--- config.mk ---
export PLATFORM = sky130hd
export DESIGN_NAME = sifh_hist_peak
export DESIGN_NICKNAME = d
export VERILOG_FILES = /design/src/rtl/sifh_hist_peak.sv
export SDC_FILE = /design/constraint.sdc
export NUM_CORES = 1
export LEC_CHECK = 0
export BUFFER_PORTS_ARGS = -buffer_cell sky130_fd_sc_hd__buf_2
export CAP_MARGIN = 20
export CORE_MARGIN = 1
export CORE_UTILIZATION = 45
export CTS_BUF_LIST = sky130_fd_sc_hd__clkbuf_4 sky130_fd_sc_hd__clkbuf_8 sky130_fd_sc_hd__clkbuf_16
export DETAILED_ROUTE_END_ITERATION = 7
export MAX_ROUTING_LAYER = met4
export PLACE_DENSITY_LB_ADDON = 0.08
export REMOVE_ABC_BUFFERS = 1
export SKIP_CTS_REPAIR_TIMING = 1
export SYNTH_ARGS = -nofsm -noshare
export SYNTH_HDL_FRONTEND = slang
export SYNTH_SLANG_ARGS = --single-unit
export TNS_END_PERCENT = 5
--- constraint.sdc ---
create_clock -name clk -period 4.5 [get_ports clk]
set_input_delay 0.9 -clock clk [delete_from_list [all_inputs] [get_ports clk]]
set_output_delay 0.9 -clock clk [all_outputs]
set_load 0.05 [all_outputs]
--- src/rtl/sifh_hist_peak.sv ---
// Single-photon histogram: clears a 2^(PIX_W+NB)-entry external RAM, accumulates
// timestamps by read-modify-write, then reports the peak bin of every pixel.
// Latency: accepted ts -> RAM commit 3 cycles; last ren -> last peak_valid 2 cycles.
// Backpressure: ts_ready is high only in ACCUM, so no other state accepts a timestamp.
//
// Ports:
//   clk, res          clock, asynchronous active-high reset
//   start, frame_end  frame control pulses (start ignored while busy,
//                     frame_end ignored outside ACCUM)
//   ts_valid/ts_ready timestamp handshake; ts_data, ts_pixel select {pixel, bin}
//   waddr/wen/wdata   RAM write port A
//   raddr/ren/rdata   RAM read port B; rdata is valid one cycle after ren
//   peak_*            per-pixel result, peak_valid pulses once per pixel
//   busy              high in every state except IDLE
module sifh_hist_peak #(
   parameter int NP          = 10,
   parameter int NB          = 4,
   parameter int PIX_W       = 1,
   parameter int CW          = 8,
   parameter int CLR_ON_READ = 1
) (
   input  logic                  clk,
   input  logic                  res,
   input  logic                  start,
   input  logic                  frame_end,
   input  logic                  ts_valid,
   output logic                  ts_ready,
   input  logic [NP-1:0]         ts_data,
   input  logic [PIX_W-1:0]      ts_pixel,
   output logic [PIX_W+NB-1:0]   waddr,
   output logic [PIX_W+NB-1:0]   raddr,
   output logic                  wen,
   output logic                  ren,
   output logic [CW-1:0]         wdata,
   input  logic [CW-1:0]         rdata,
   output logic                  peak_valid,
   output logic [PIX_W-1:0]      peak_pixel,
   output logic [NB-1:0]         peak_bin,
   output logic [CW-1:0]         peak_count,
   output logic                  busy
);

   localparam int AW = PIX_W + NB;
   localparam logic [AW-1:0] AMAX = '1;
   localparam logic [NB-1:0] BMAX = '1;
   localparam logic [CW-1:0] CMAX = '1;
   localparam bit            COR  = (CLR_ON_READ != 0);

   typedef enum logic [2:0] {
      S_IDLE,
      S_CLEAR,
      S_ACCUM,
      S_DRAIN,
      S_SEARCH,
      S_DONE
   } state_t;

   state_t state, state_nxt;

   logic          ram_clean;

   // accumulate pipeline: stage 1 = read issued, stage 2 = rdata present
   logic          acc1_vld, acc2_vld;
   // search pipeline, same two stages
   logic          srd1_vld, srd2_vld;
   logic [AW-1:0] s2_addr;

   // write issued one cycle before the one currently on the port
   logic          wh_vld;
   logic [AW-1:0] wh_addr;
   logic [CW-1:0] wh_dat;

   // search sweep
   logic [AW-1:0] scnt;
   logic          issue_done;
   logic [CW-1:0] run_cnt;
   logic [NB-1:0] run_bin;

   logic          accept;
   logic [AW-1:0] acc_addr;
   logic [CW-1:0] cur;
   logic [CW-1:0] inc;
   logic [NB-1:0] s_bin;
   logic [CW-1:0] cand_cnt;
   logic [NB-1:0] cand_bin;

   assign ts_ready = (state == S_ACCUM);
   assign busy     = (state != S_IDLE);
   assign accept   = (state == S_ACCUM) && ts_valid;
   assign acc_addr = {ts_pixel, ts_data[NP-1 -: NB]};

   // Timestamp bits below the bin field do not affect the histogram.
   generate
      if (NB < NP) begin : g_unused_ts
         logic unused_ts_lsb;
         assign unused_ts_lsb = ^ts_data[NP-NB-1:0];
      end
   endgenerate

   // The RAM read for a stage-2 entry happened before the two most recent
   // writes had committed, so either of them may hold fresher data than
   // rdata. The write on the port right now is the newest and wins.
   always_comb begin
      cur = rdata;
      if (wh_vld && (wh_addr == s2_addr)) cur = wh_dat;
      if (wen && (waddr == s2_addr))      cur = wdata;
      inc = (cur == CMAX) ? CMAX : cur + CW'(1);
   end

   // Running max per pixel. Bin 0 restarts the max; later bins replace it
   // only when strictly greater, so ties keep the lowest bin.
   always_comb begin
      s_bin    = s2_addr[NB-1:0];
      cand_cnt = run_cnt;
      cand_bin = run_bin;
      if ((s_bin == '0) || (rdata > run_cnt)) begin
         cand_cnt = rdata;
         cand_bin = s_bin;
      end
   end

   always_comb begin
      state_nxt = state;
      case (state)
         S_IDLE:   if (start) state_nxt = (COR && ram_clean) ? S_ACCUM : S_CLEAR;
         S_CLEAR:  if (waddr == AMAX) state_nxt = S_ACCUM;
         S_ACCUM:  if (frame_end) state_nxt = S_DRAIN;
         // Once both read stages are empty only the final write remains; it
         // commits on the exit edge, well before the first search read.
         S_DRAIN:  if (!acc1_vld && !acc2_vld) state_nxt = S_SEARCH;
         S_SEARCH: if (srd2_vld && (s2_addr == AMAX)) state_nxt = S_DONE;
         S_DONE:   state_nxt = S_IDLE;
         default:  state_nxt = S_IDLE;
      endcase
   end

   always_ff @(posedge clk or posedge res) begin
      if (res) begin
         state      <= S_IDLE;
         ram_clean  <= 1'b0;
         acc1_vld   <= 1'b0;
         acc2_vld   <= 1'b0;
         srd1_vld   <= 1'b0;
         srd2_vld   <= 1'b0;
         s2_addr    <= '0;
         wh_vld     <= 1'b0;
         wh_addr    <= '0;
         wh_dat     <= '0;
         scnt       <= '0;
         issue_done <= 1'b0;
         run_cnt    <= '0;
         run_bin    <= '0;
         ren        <= 1'b0;
         raddr      <= '0;
         wen        <= 1'b0;
         waddr      <= '0;
         wdata      <= '0;
         peak_valid <= 1'b0;
         peak_pixel <= '0;
         peak_bin   <= '0;
         peak_count <= '0;
      end else begin
         state <= state_nxt;

         if (state == S_DONE)
            ram_clean <= COR;
         else if ((state_nxt == S_ACCUM) && (state != S_ACCUM))
            ram_clean <= 1'b0;

         // read port
         acc1_vld <= accept;
         srd1_vld <= 1'b0;
         ren      <= 1'b0;
         if (accept) begin
            ren   <= 1'b1;
            raddr <= acc_addr;
         end else if ((state == S_SEARCH) && !issue_done) begin
            ren      <= 1'b1;
            raddr    <= scnt;
            srd1_vld <= 1'b1;
            scnt     <= scnt + AW'(1);
            if (scnt == AMAX) issue_done <= 1'b1;
         end
         if (state == S_DRAIN) begin
            scnt       <= '0;
            issue_done <= 1'b0;
         end

         acc2_vld <= acc1_vld;
         srd2_vld <= srd1_vld;
         if (acc1_vld || srd1_vld) s2_addr <= raddr;

         // write port
         wh_vld  <= wen;
         wh_addr <= waddr;
         wh_dat  <= wdata;
         if ((state == S_IDLE) && (state_nxt == S_CLEAR)) begin
            // first clear write goes out with the start edge so CLEAR spans
            // exactly one cycle per address
            wen   <= 1'b1;
            waddr <= '0;
            wdata <= '0;
         end else if (state == S_CLEAR) begin
            wdata <= '0;
            if (waddr == AMAX) wen <= 1'b0;
            else               waddr <= waddr + AW'(1);
         end else if (acc2_vld) begin
            wen   <= 1'b1;
            waddr <= s2_addr;
            wdata <= inc;
         end else if (srd1_vld && COR) begin
            wen   <= 1'b1;
            waddr <= raddr;
            wdata <= '0;
         end else begin
            wen <= 1'b0;
         end

         // peak reporting
         peak_valid <= 1'b0;
         if (srd2_vld) begin
            run_cnt <= cand_cnt;
            run_bin <= cand_bin;
            if (s_bin == BMAX) begin
               peak_valid <= 1'b1;
               peak_pixel <= s2_addr[AW-1:NB];
               peak_bin   <= cand_bin;
               peak_count <= cand_cnt;
            end
         end
      end
   end

endmodule

==> results of run 1 <==
layout make-up:
type,instances,area share [%]
sequential,79,44.1
multi-input combinational,268,41.4
timing repair buffer,57,6.58
tap,108,3.01
clock buffer,9,2.76
inverter,13,1.12
clock inverter,7,1.09
power breakdown:
part | total [W] | switching [W] | internal [W]
sequential | 0.00117 | 0.000252 | 0.000915
clock | 0.000476 | 0.000275 | 0.000201
combinational | 0.00132 | 0.000844 | 0.000479
cells by family after synthesis:
| kind of cell | synth area share (%) |
|---|---|
| AND/OR/NAND/NOR | 15.9 |
| AO/OA/AOI/OAI | 13.8 |
| flip-flops | 49.2 |
| buffers and inverters | 4.70 |
| multiplexers | 8.19 |
| XOR/XNOR | 4.23 |
| adder cells (fa/ha/maj) | 4.05 |
layout by cell type, fill, tap and decap left out, types with 2 or more instances in the layout:
| master | count |
|---|---|
| a21o_1 | 2 |
| a21oi_1 | 21 |
| a221o_1 | 4 |
| a22o_1 | 2 |
| a22oi_1 | 5 |
| a31oi_1 | 4 |
| and2_1 | 6 |
| and3_1 | 4 |
| buf_2 | 53 |
| buf_4 | 4 |
| clkbuf_8 | 9 |
| clkinv_2 | 4 |
| clkinv_4 | 2 |
| dfrtp_1 | 79 |
| ha_1 | 13 |
| inv_1 | 12 |
| mux2_1 | 5 |
| mux2_2 | 10 |
| mux2i_1 | 16 |
| nand2_1 | 43 |
| nand3_1 | 3 |
| nand3_2 | 2 |
| nand3b_1 | 2 |
| nand4_1 | 9 |
| nor2_1 | 36 |
| nor2b_1 | 3 |
| nor3_1 | 8 |
| o211ai_1 | 2 |
| o21a_1 | 4 |
| o21ai_0 | 17 |
| o21ai_1 | 4 |
| o22ai_1 | 2 |
| xnor2_1 | 7 |
| xnor2_2 | 4 |
| xor2_1 | 5 |
flip-flops by register name, summed over array words and instances, names as in the netlist, 8 cells and up:
name and flops:
peak_count 8, run_cnt 8, wdata 8, wh_dat 8
metal layers:
metal | part of all wire (%) | up-vias | GRT usage, % | wire length (µm)
met5 | 0 | - | - | 0
met1 | 47 | 1415 | 25.6 | 3830
li1 | - | 1441 | - | -
met4 | 1.3 | 0 | 6.25 | 107
met3 | 3.4 | 9 | 4.30 | 278
met2 | 49 | 50 | 33.5 | 4010
worst min path at each step:
stage | start | to | cells past startpoint
after floorplan | acc1_vld | acc2_vld | 0
after global placement | acc1_vld | acc2_vld | 0
after detailed placement | acc1_vld | acc2_vld | 0
after CTS | acc1_vld | acc2_vld | 0
after global routing | acc1_vld | acc2_vld | 0
final | acc1_vld | acc2_vld | 0
stage by stage:
stage,power (W),cell area [µm²],instances
6_report,0.00297,4480,541
5_1_grt,0.00320,4480,541
4_1_cts,0.00300,4480,541
3_5_place_dp,0.00251,4310,525
3_3_place_gp,0.00250,4310,525
2_1_floorplan,0.00218,3880,360
critical path, stage by stage (launching register included):
cell      delay [ns]
dfrtp_1         0.47
xnor2_1         0.24
nand4_2         0.18
or2_1           0.51
and2_1          0.30
nor2_1          0.16
ha_1            0.22
nand2_1         0.09
or2_4           0.24
nor4bb_1        0.30
o31ai_1         0.12
==> reports/summary.txt, run 1 <==
Status: finished clean
Die ar.: 0.00932 mm²
Reg2Reg Depth: 10
Setup TNS: 0 ns
Synth Instances: 380
Final WS setup: 1.56 ns
PortBufs: 53
WHS: 0.415 ns
Fin crit share: 65.4%
Skew final: 0.00785 ns
Fill count: 815
Wire per inst: 15.2 µm
HP Class: reg -> reg
Synth top area cells: dfrtp_1, ha_1, nand2_1
Synth top cells by count: dfrtp_1, nand2_1, nor2_1
Worst path arrival time: 3.17 ns
Post-layout util: 51.7%
Pins Over Slew Limit: 0
Clk root buf: clkbuf_8
RSZ-0062 raised after global routing: no
RR Endpoint: wdata[6]
# rows: 34
Dpl ws: 1.26 ns
Num CTS Buffers: 9
Total of max-cap violations: 0
Most used DFF post-synth: dfrtp_1
Die width: 96.5 µm
Initial drt markers: 104
Number of I/O pins: 60
PwrDens: 661 mW/mm²
Initial Util: 46.3%
P&R area growth vs syn: 11.5%
Leak pwr: 2.14 nW
Die Height: 96.5 µm
Startpoint Class: flop
Final hold vios: 0
CTS tree: built
Critical R2R Launch: s2_addr[4]
Post-synth ARST share: 100%
Crit path to: wdata[6]
Finish-stage setup viols: 0
Total core area: 0.00868 mm²
Critical path data required time: 4.73 ns
Post-DP HPWL: 6010 µm
Warnings, synthesis: 0
Seq/Total Area, Yosys: 49.2%
GP Congestion: 0.851
Peak supply drop: 362 µV
FF+latch area: 0.00198 mm²
#FFs+latches synth: 79
First-pass GRT wire length: 13,900 µm
Residual DRC count: 0
Multi-input gate area: 0.00185 mm²
Clock-pin slew on the worst setup and hold paths: 0.09 ns
Number of global-route vias before repair: 2,848
Initial antenna violation count: 0
H-tree levels: 3
Syn avg cell area: 10.6 µm²
Max transition margin: 38.7%
Yosys top cell area share: 49.2%
Number of synthesized flops with an enable pin: 0
Maximum clock path buffer count: 2
Most common cell in the synthesized netlist: dfrtp_1
Antenna diodes: 0
Clk Latency, worst-skew pair: 0.35 ns
Nets@finish: 465
GRT overflow: 0
Gr usage total: 20.5%
Synth Cell Area: 0.00402 mm²
Router iterations before antenna repair: 4
Clk sinks: 79
Worst setup path category: reg -> reg
Min cycle time layout: 2.94 ns
Worst-Margin Slew: 0.912 ns
Critical Path Start: s2_addr[4]
Pin count of the biggest net entering global routing: 44
Synth area leader: dfrtp_1
Setup crit end kind: flop
DR vias: 2,915
Via/cell ratio: 5.39
FMAX: 340 MHz
Worst reg2reg setup slack: 1.56 ns
Final wirelength: 8220 µm
Netlist cell types: 58
CP Max Fanout: 15
Layout cell share with drive strength beyond 1: 23.1%
Detail Route Antenna Nets: 0
(Power assumes the default switching activity.)
==> inputs of run 2 (changes only) <==
==> constraint.sdc (replaced) <==
create_clock -name clk -period 2.55 [get_ports clk]
set_input_delay 0.51 -clock clk [delete_from_list [all_inputs] [get_ports clk]]
set_output_delay 0.51 -clock clk [all_outputs]
set_load 0.05 [all_outputs]
==> run 2 against run 1 <==
Power rose by 100%. Clock power rose by 150%. Routed wire length rose by 6.7%. Largest cell class unchanged. Largest power group unchanged.
==> reports/summary.txt, run 2 (synthesis gave the netlist of run 1 again) <==
Gr usage total: 20.9% (was 20.5%)
Layout cell share with drive strength beyond 1: 30.4% (was 23.1%)
Worst-Margin Slew: 0.978 ns (was 0.912 ns)
Router iterations before antenna repair: 5 (was 4)
Most frequent cells in the layout: dfrtp_1, buf_2, nand2_1, nor2_1, buf_4 (was dfrtp_1, buf_2, nand2_1, nor2_1, a21oi_1)
Total power: 0.00596 W (was 0.00297 W)
Maximum clock path buffer count: 2 (unchanged)
Final wirelength: 8770 µm (was 8220 µm)
Wire per inst: 15.3 µm (was 15.2 µm)
Clock-pin slew on the worst setup and hold paths: 0.09 ns (about the same)
Critical Path Start: s2_addr[1] (was s2_addr[4])
Startpoint Class: flop (unchanged)
CP max stage delay: 0.45 ns (was 0.51 ns)
Crit-path cells: xnor2_2, and4_4, nand3_2, mux2i_1, and2_1, nor2_2, ha_1, nand2_1, or2_4, nor4bb_1, o31ai_1 (was xnor2_1, nand4_2, or2_1, and2_1, nor2_1, ha_1, nand2_1, or2_4, nor4bb_1, o31ai_1)
Finish-stage setup viols: 0 (unchanged)
P_int: 0.00343 W (was 0.00160 W)
Leak pwr: 2.34 nW (was 2.14 nW)
Num CTS Buffers: 9 (unchanged)
Pin count of the biggest net entering global routing: 44 (unchanged)
PwrDens: 1230 mW/mm² (was 661 mW/mm²)
FMAX: 408 MHz (was 340 MHz)
Switching power: 0.00253 W (was 0.00137 W)
Number of global-route vias before repair: 2,948 (was 2,848)
Crit-path slowest cell: dfrtp_2 (was or2_1)
Min cycle time layout: 2.45 ns (was 2.94 ns)
Clock network fraction of total power: 19.7% (was 16.1%)
PortBufs: 53 (unchanged)
P&R area growth vs syn: 20.7% (was 11.5%)
Peak supply drop: 598 µV (was 362 µV)
Clk root buf: clkbuf_8 (unchanged)
Via/cell ratio: 5.30 (was 5.39)
Initial drt markers: 85 (was 104)
GRT overflow: 0 (unchanged)
Initial antenna violation count: 0 (unchanged)
Fin crit share: 96.2% (was 65.4%)
Switching fraction of total power: 42.5% (was 46.2%)
Detail Route Antenna Nets: 0 (unchanged)
Status: finished clean (unchanged)
WHS: 0.229 ns (was 0.415 ns)
CP Max Fanout: 3 (was 15)
Die Height: 96.5 µm (unchanged)
Antenna diodes: 0 (unchanged)
Clk sinks: 79 (unchanged)
Die ar.: 0.00932 mm² (unchanged)
Max transition margin: 34.3% (was 38.7%)
DR vias: 3,031 (was 2,915)
Commonest non-fill, non-tap cell in the layout: dfrtp_1 (unchanged)
# rows: 34 (unchanged)
Post-DP HPWL: 6480 µm (was 6010 µm)
HP Class: in -> async (was reg -> reg)
Worst setup path category: reg -> reg (unchanged)
Post-layout util: 55.9% (was 51.7%)
Number of I/O pins: 60 (unchanged)
Total of max-cap violations: 0 (unchanged)
Critical path data required time: 2.78 ns (was 4.73 ns)
Clk Latency, worst-skew pair: 0.35 ns (about the same)
Initial Util: 46.3% (unchanged)
Skew final: 0.0100 ns (was 0.00785 ns)
Part of the power in registers: 33.2% (was 39.3%)
Die width: 96.5 µm (unchanged)
Total core area: 0.00868 mm² (unchanged)
GP Congestion: 0.854 (was 0.851)
Setup crit end kind: flop (unchanged)
Worst path arrival time: 2.68 ns (was 3.17 ns)
Final hold vios: 0 (unchanged)
Nets@finish: 496 (was 465)
First-pass GRT wire length: 14,200 µm (was 13,900 µm)
Critical R2R Launch: s2_addr[1] (was s2_addr[4])
CTS tree: built (unchanged)
Pins Over Slew Limit: 0 (unchanged)
Comb pwr share: 47.2% (was 44.6%)
Residual DRC count: 0 (unchanged)
H-tree levels: 3 (unchanged)
## run 2: changes by cell type in the layout (fill, tap and decap cells not counted), sizes merged
cell,before,now
inv,13,14
clkbuf,9,10
bufinv,0,3
clkinv,6,1
buf,57,88
## run 2: metal layers
metal	part of all wire (%)	track usage (%)	vias to the layer above
met2	50	35.9	59
met3	3.8	5.01	8
met4	0.97	4.29	0
li1	-	-	1505
met1	45	25.2	1459
met5	0	-	-
## run 2: layout make-up
class | instances | area, µm²
sequential | 79 | 1980
timing repair buffer | 88 | 541
inverter | 13 | 50.0
fill | 791 | 3830
clock inverter | 6 | 115
multi-input combinational | 268 | 1890
clock buffer | 10 | 138
tap | 108 | 135
## run 2: path summary, 6_finish.rpt
check	to	slack, ns	depth (start not counted)
worst max-delay path	wdata[6]	0.1	11
worst min-delay path	ren	0.23	2
worst max register to register	wdata[6]	0.1	11
worst min register to register	acc2_vld	0.41	0
max in group asynchronous	s2_addr[1]	1.66	3
min in group clk	raddr[4]	0.37	3
## run 2: power by group through the flow
stage	Sequential [W]	Combinational (W)	Clock (W)
2_1_floorplan	0.00238	0.00146	0
3_3_place_gp	0.00198	0.00273	0
3_5_place_dp	0.00198	0.00276	0
4_1_cts	0.00196	0.00278	0.00120
5_1_grt	0.00203	0.00309	0.00125
6_report	0.00197	0.00281	0.00117
## run 2: worst max-delay path: cells and delay by family (launching register included)
kind / cells / cell delay [ns]
flops: 1 / 0.45
fa+ha+maj: 1 / 0.18
simple gates: 7 / 1.24
mux: 1 / 0.14
compound gates: 1 / 0.12
xor+xnor: 1 / 0.19
## run 2: metrics by stage
stage	cells	area [µm²]	worst slack (ns)	TNS [ns]
after floorplan	360	3880	-0.319	-1.84
after global placement	555	4550	0.00526	0
after detailed placement	555	4550	-0.0226	-0.0796
after CTS	571	4800	0.00991	0
after global routing	572	4850	-0.00707	-0.00707
final	572	4850	0.0966	0
==> inputs of run 3 (changes only) <==
--- a/config.mk
+++ b/config.mk
@@ -8,7 +8,7 @@
 export BUFFER_PORTS_ARGS = -buffer_cell sky130_fd_sc_hd__buf_2
 export CAP_MARGIN = 20
 export CORE_MARGIN = 1
-export CORE_UTILIZATION = 45
+export CORE_UTILIZATION = 41
 export CTS_BUF_LIST = sky130_fd_sc_hd__clkbuf_4 sky130_fd_sc_hd__clkbuf_8 sky130_fd_sc_hd__clkbuf_16
 export DETAILED_ROUTE_END_ITERATION = 7
 export MAX_ROUTING_LAYER = met4
==> run 3 against run 2 <==
First-iteration DRC count grew 8.2%. Clock skew about the same. Worst hold slack got worse by 0.050 ns. Global-route usage down 1.3 points. Register-to-register slack hardly changed. Critical endpoint unchanged. Clock-buffer cell count shrank 1.
==> reports/summary.txt, run 3 (synthesis gave the netlist of run 1 again) <==
Status: finished clean (unchanged)
HP Class: in -> async (unchanged)
DR vias: 3,006 (was 3,031)
Initial Util: 42.9% (was 46.3%)
Via/cell ratio: 5.08 (was 5.30)
Worst path arrival time: 2.68 ns (about the same)
RSZ-0062 raised after global routing: yes
Dpl ws: 0.00870 ns (was -0.0226 ns)
Fin crit share: 96.2% (about the same)
Clk sinks: 79 (unchanged)
H-tree levels: 3 (unchanged)
Critical path data required time: 2.77 ns (was 2.78 ns)
Die width: 101 µm (was 96.5 µm)
Post-DP HPWL: 6590 µm (was 6480 µm)
Final instance area: 0.00481 mm² (was 0.00485 mm²)
Num CTS Buffers: 9 (unchanged)
Post-layout util: 51.4% (was 55.9%)
Clk root buf: clkbuf_8 (unchanged)
Detail Route Antenna Nets: 0 (unchanged)
Worst setup path category: reg -> reg (unchanged)
Fill count: 893 (was 791)
Antenna diodes: 0 (unchanged)
PortBufs: 53 (unchanged)
# rows: 35 (was 34)
Final wirelength: 8980 µm (was 8770 µm)
Multi-input gate area: 0.00192 mm² (was 0.00189 mm²)
Final WS setup: 0.0959 ns (was 0.0966 ns)
WHS: 0.179 ns (was 0.229 ns)
Peak supply drop: 717 µV (was 598 µV)
CTS tree: built (unchanged)
Die Height: 101 µm (was 96.5 µm)
GP Congestion: 0.857 (was 0.854)
P&R area growth vs syn: 19.8% (was 20.7%)
Initial drt markers: 92 (was 85)
Total of max-cap violations: 0 (unchanged)
GRT overflow: 0 (unchanged)
PwrDens: 1170 mW/mm² (was 1230 mW/mm²)
Layout cell share with drive strength beyond 1: 30.0% (was 30.4%)
First-pass GRT wire length: 14,800 µm (was 14,200 µm)
Number of I/O pins: 60 (unchanged)
Maximum clock path buffer count: 2 (unchanged)
Initial antenna violation count: 0 (unchanged)
Setup crit end kind: flop (unchanged)
Worst-Margin Slew: 0.940 ns (was 0.978 ns)
Startpoint Class: flop (unchanged)
Total core area: 0.00937 mm² (was 0.00868 mm²)
Wire per inst: 15.2 µm (was 15.3 µm)
Nets@finish: 496 (unchanged)
Commonest non-fill, non-tap cell in the layout: dfrtp_1 (unchanged)
FF+latch area: 0.00198 mm² (about the same)
Max transition margin: 36.9% (was 34.3%)
Number of global-route vias before repair: 3,022 (was 2,948)
Switching power: 0.00252 W (was 0.00253 W)
Residual DRC count: 0 (unchanged)
FMAX: 407 MHz (was 408 MHz)
CP Max Fanout: 6 (was 3)
Pin count of the biggest net entering global routing: 36 (was 44)
Clock network fraction of total power: 14.3% (was 19.7%)
Part of the power in registers: 35.1% (was 33.2%)
Min cycle time layout: 2.45 ns (about the same)
Leak pwr: 2.32 nW (was 2.34 nW)
Comb pwr share: 50.6% (was 47.2%)
Final hold vios: 0 (unchanged)
Die ar.: 0.0102 mm² (was 0.00932 mm²)
Router iterations before antenna repair: 4 (was 5)
Clk Latency, worst-skew pair: 0.34 ns (was 0.35 ns)
Pins Over Slew Limit: 0 (unchanged)
Skew final: 0.00969 ns (was 0.0100 ns)
Dpl cell area: 0.00458 mm² (was 0.00455 mm²)
Finish-stage setup viols: 0 (unchanged)
Clock-pin slew on the worst setup and hold paths: 0.08 ns (was 0.09 ns)
Most frequent cells in the layout: dfrtp_1, buf_2, nand2_1, nor2_1, buf_4 (unchanged)
Switching fraction of total power: 45.0% (was 42.5%)
Gr usage total: 19.7% (was 20.9%)
P_int: 0.00309 W (was 0.00343 W)
run 3: changes by cell type in the layout (fill, tap and decap cells not counted), moves of 2 or more:
cell and delta:
bufinv_16 -3, clkinv_2 +3, dfrtp_1 +3, dfrtp_2 -3, inv_6 -2
run 3: layer usage:
layer  global-route usage [%]  part of all wire [%]  vias up
met3                     2.50                   3.3        9
met2                     32.9                    48       79
li1                         -                     -     1502
met5                        -                     0        -
met4                     7.69                   1.4        0
met1                     24.2                    47     1416
run 3: critical path, stage by stage (launching register included):
cell and delay [ns]:
dfrtp_1 0.42, buf_4 0.18, xnor2_2 0.13, nand4_2 0.13, or2_4 0.29, buf_4 0.15
a21oi_2 0.14, ha_2 0.20, nand2_1 0.07, or2_4 0.27, nor4bb_4 0.26, o31ai_1 0.11
run 3: power groups by stage:
stage	combinational, W	sequential [W]	clock (W)
CTS	0.00277	0.00196	0.000843
floorplan	0.00146	0.00238	0
finish	0.00284	0.00197	0.000803
global placement	0.00275	0.00197	0
detailed placement	0.00276	0.00198	0
global route	0.00312	0.00202	0.000885
run 3: through the flow:
stage,TNS (ns),instances,total power [W]
floorplan,-1.84,360,0.00384
global placement,0,576,0.00471
detailed placement,0,576,0.00474
CTS,-0.0334,591,0.00557
global route,-0.109,592,0.00603
finish,0,592,0.00561
run 3: layout make-up:
class | instances | share of cell area (%)
flip-flops and latches | 79 | 41.1
multi-input cells | 268 | 39.9
repair buffers | 88 | 11.2
well taps | 129 | 3.35
clock buffers | 9 | 2.57
inverters | 13 | 1.04
clock inverters | 6 | 0.806
run 3: final timing paths:
kind                                  from          to  slack (ns)  depth (start not counted)
min in group clk                  ts_pixel    raddr[4]        0.39                          3
worst max register to register  s2_addr[3]    wdata[6]         0.1                         11
worst max-delay path            s2_addr[3]    wdata[6]         0.1                         11
worst min-delay path                   res         ren        0.18                          2
max in group asynchronous              res  wh_addr[1]        1.75                          3
worst min register to register    acc1_vld    acc2_vld        0.41                          0
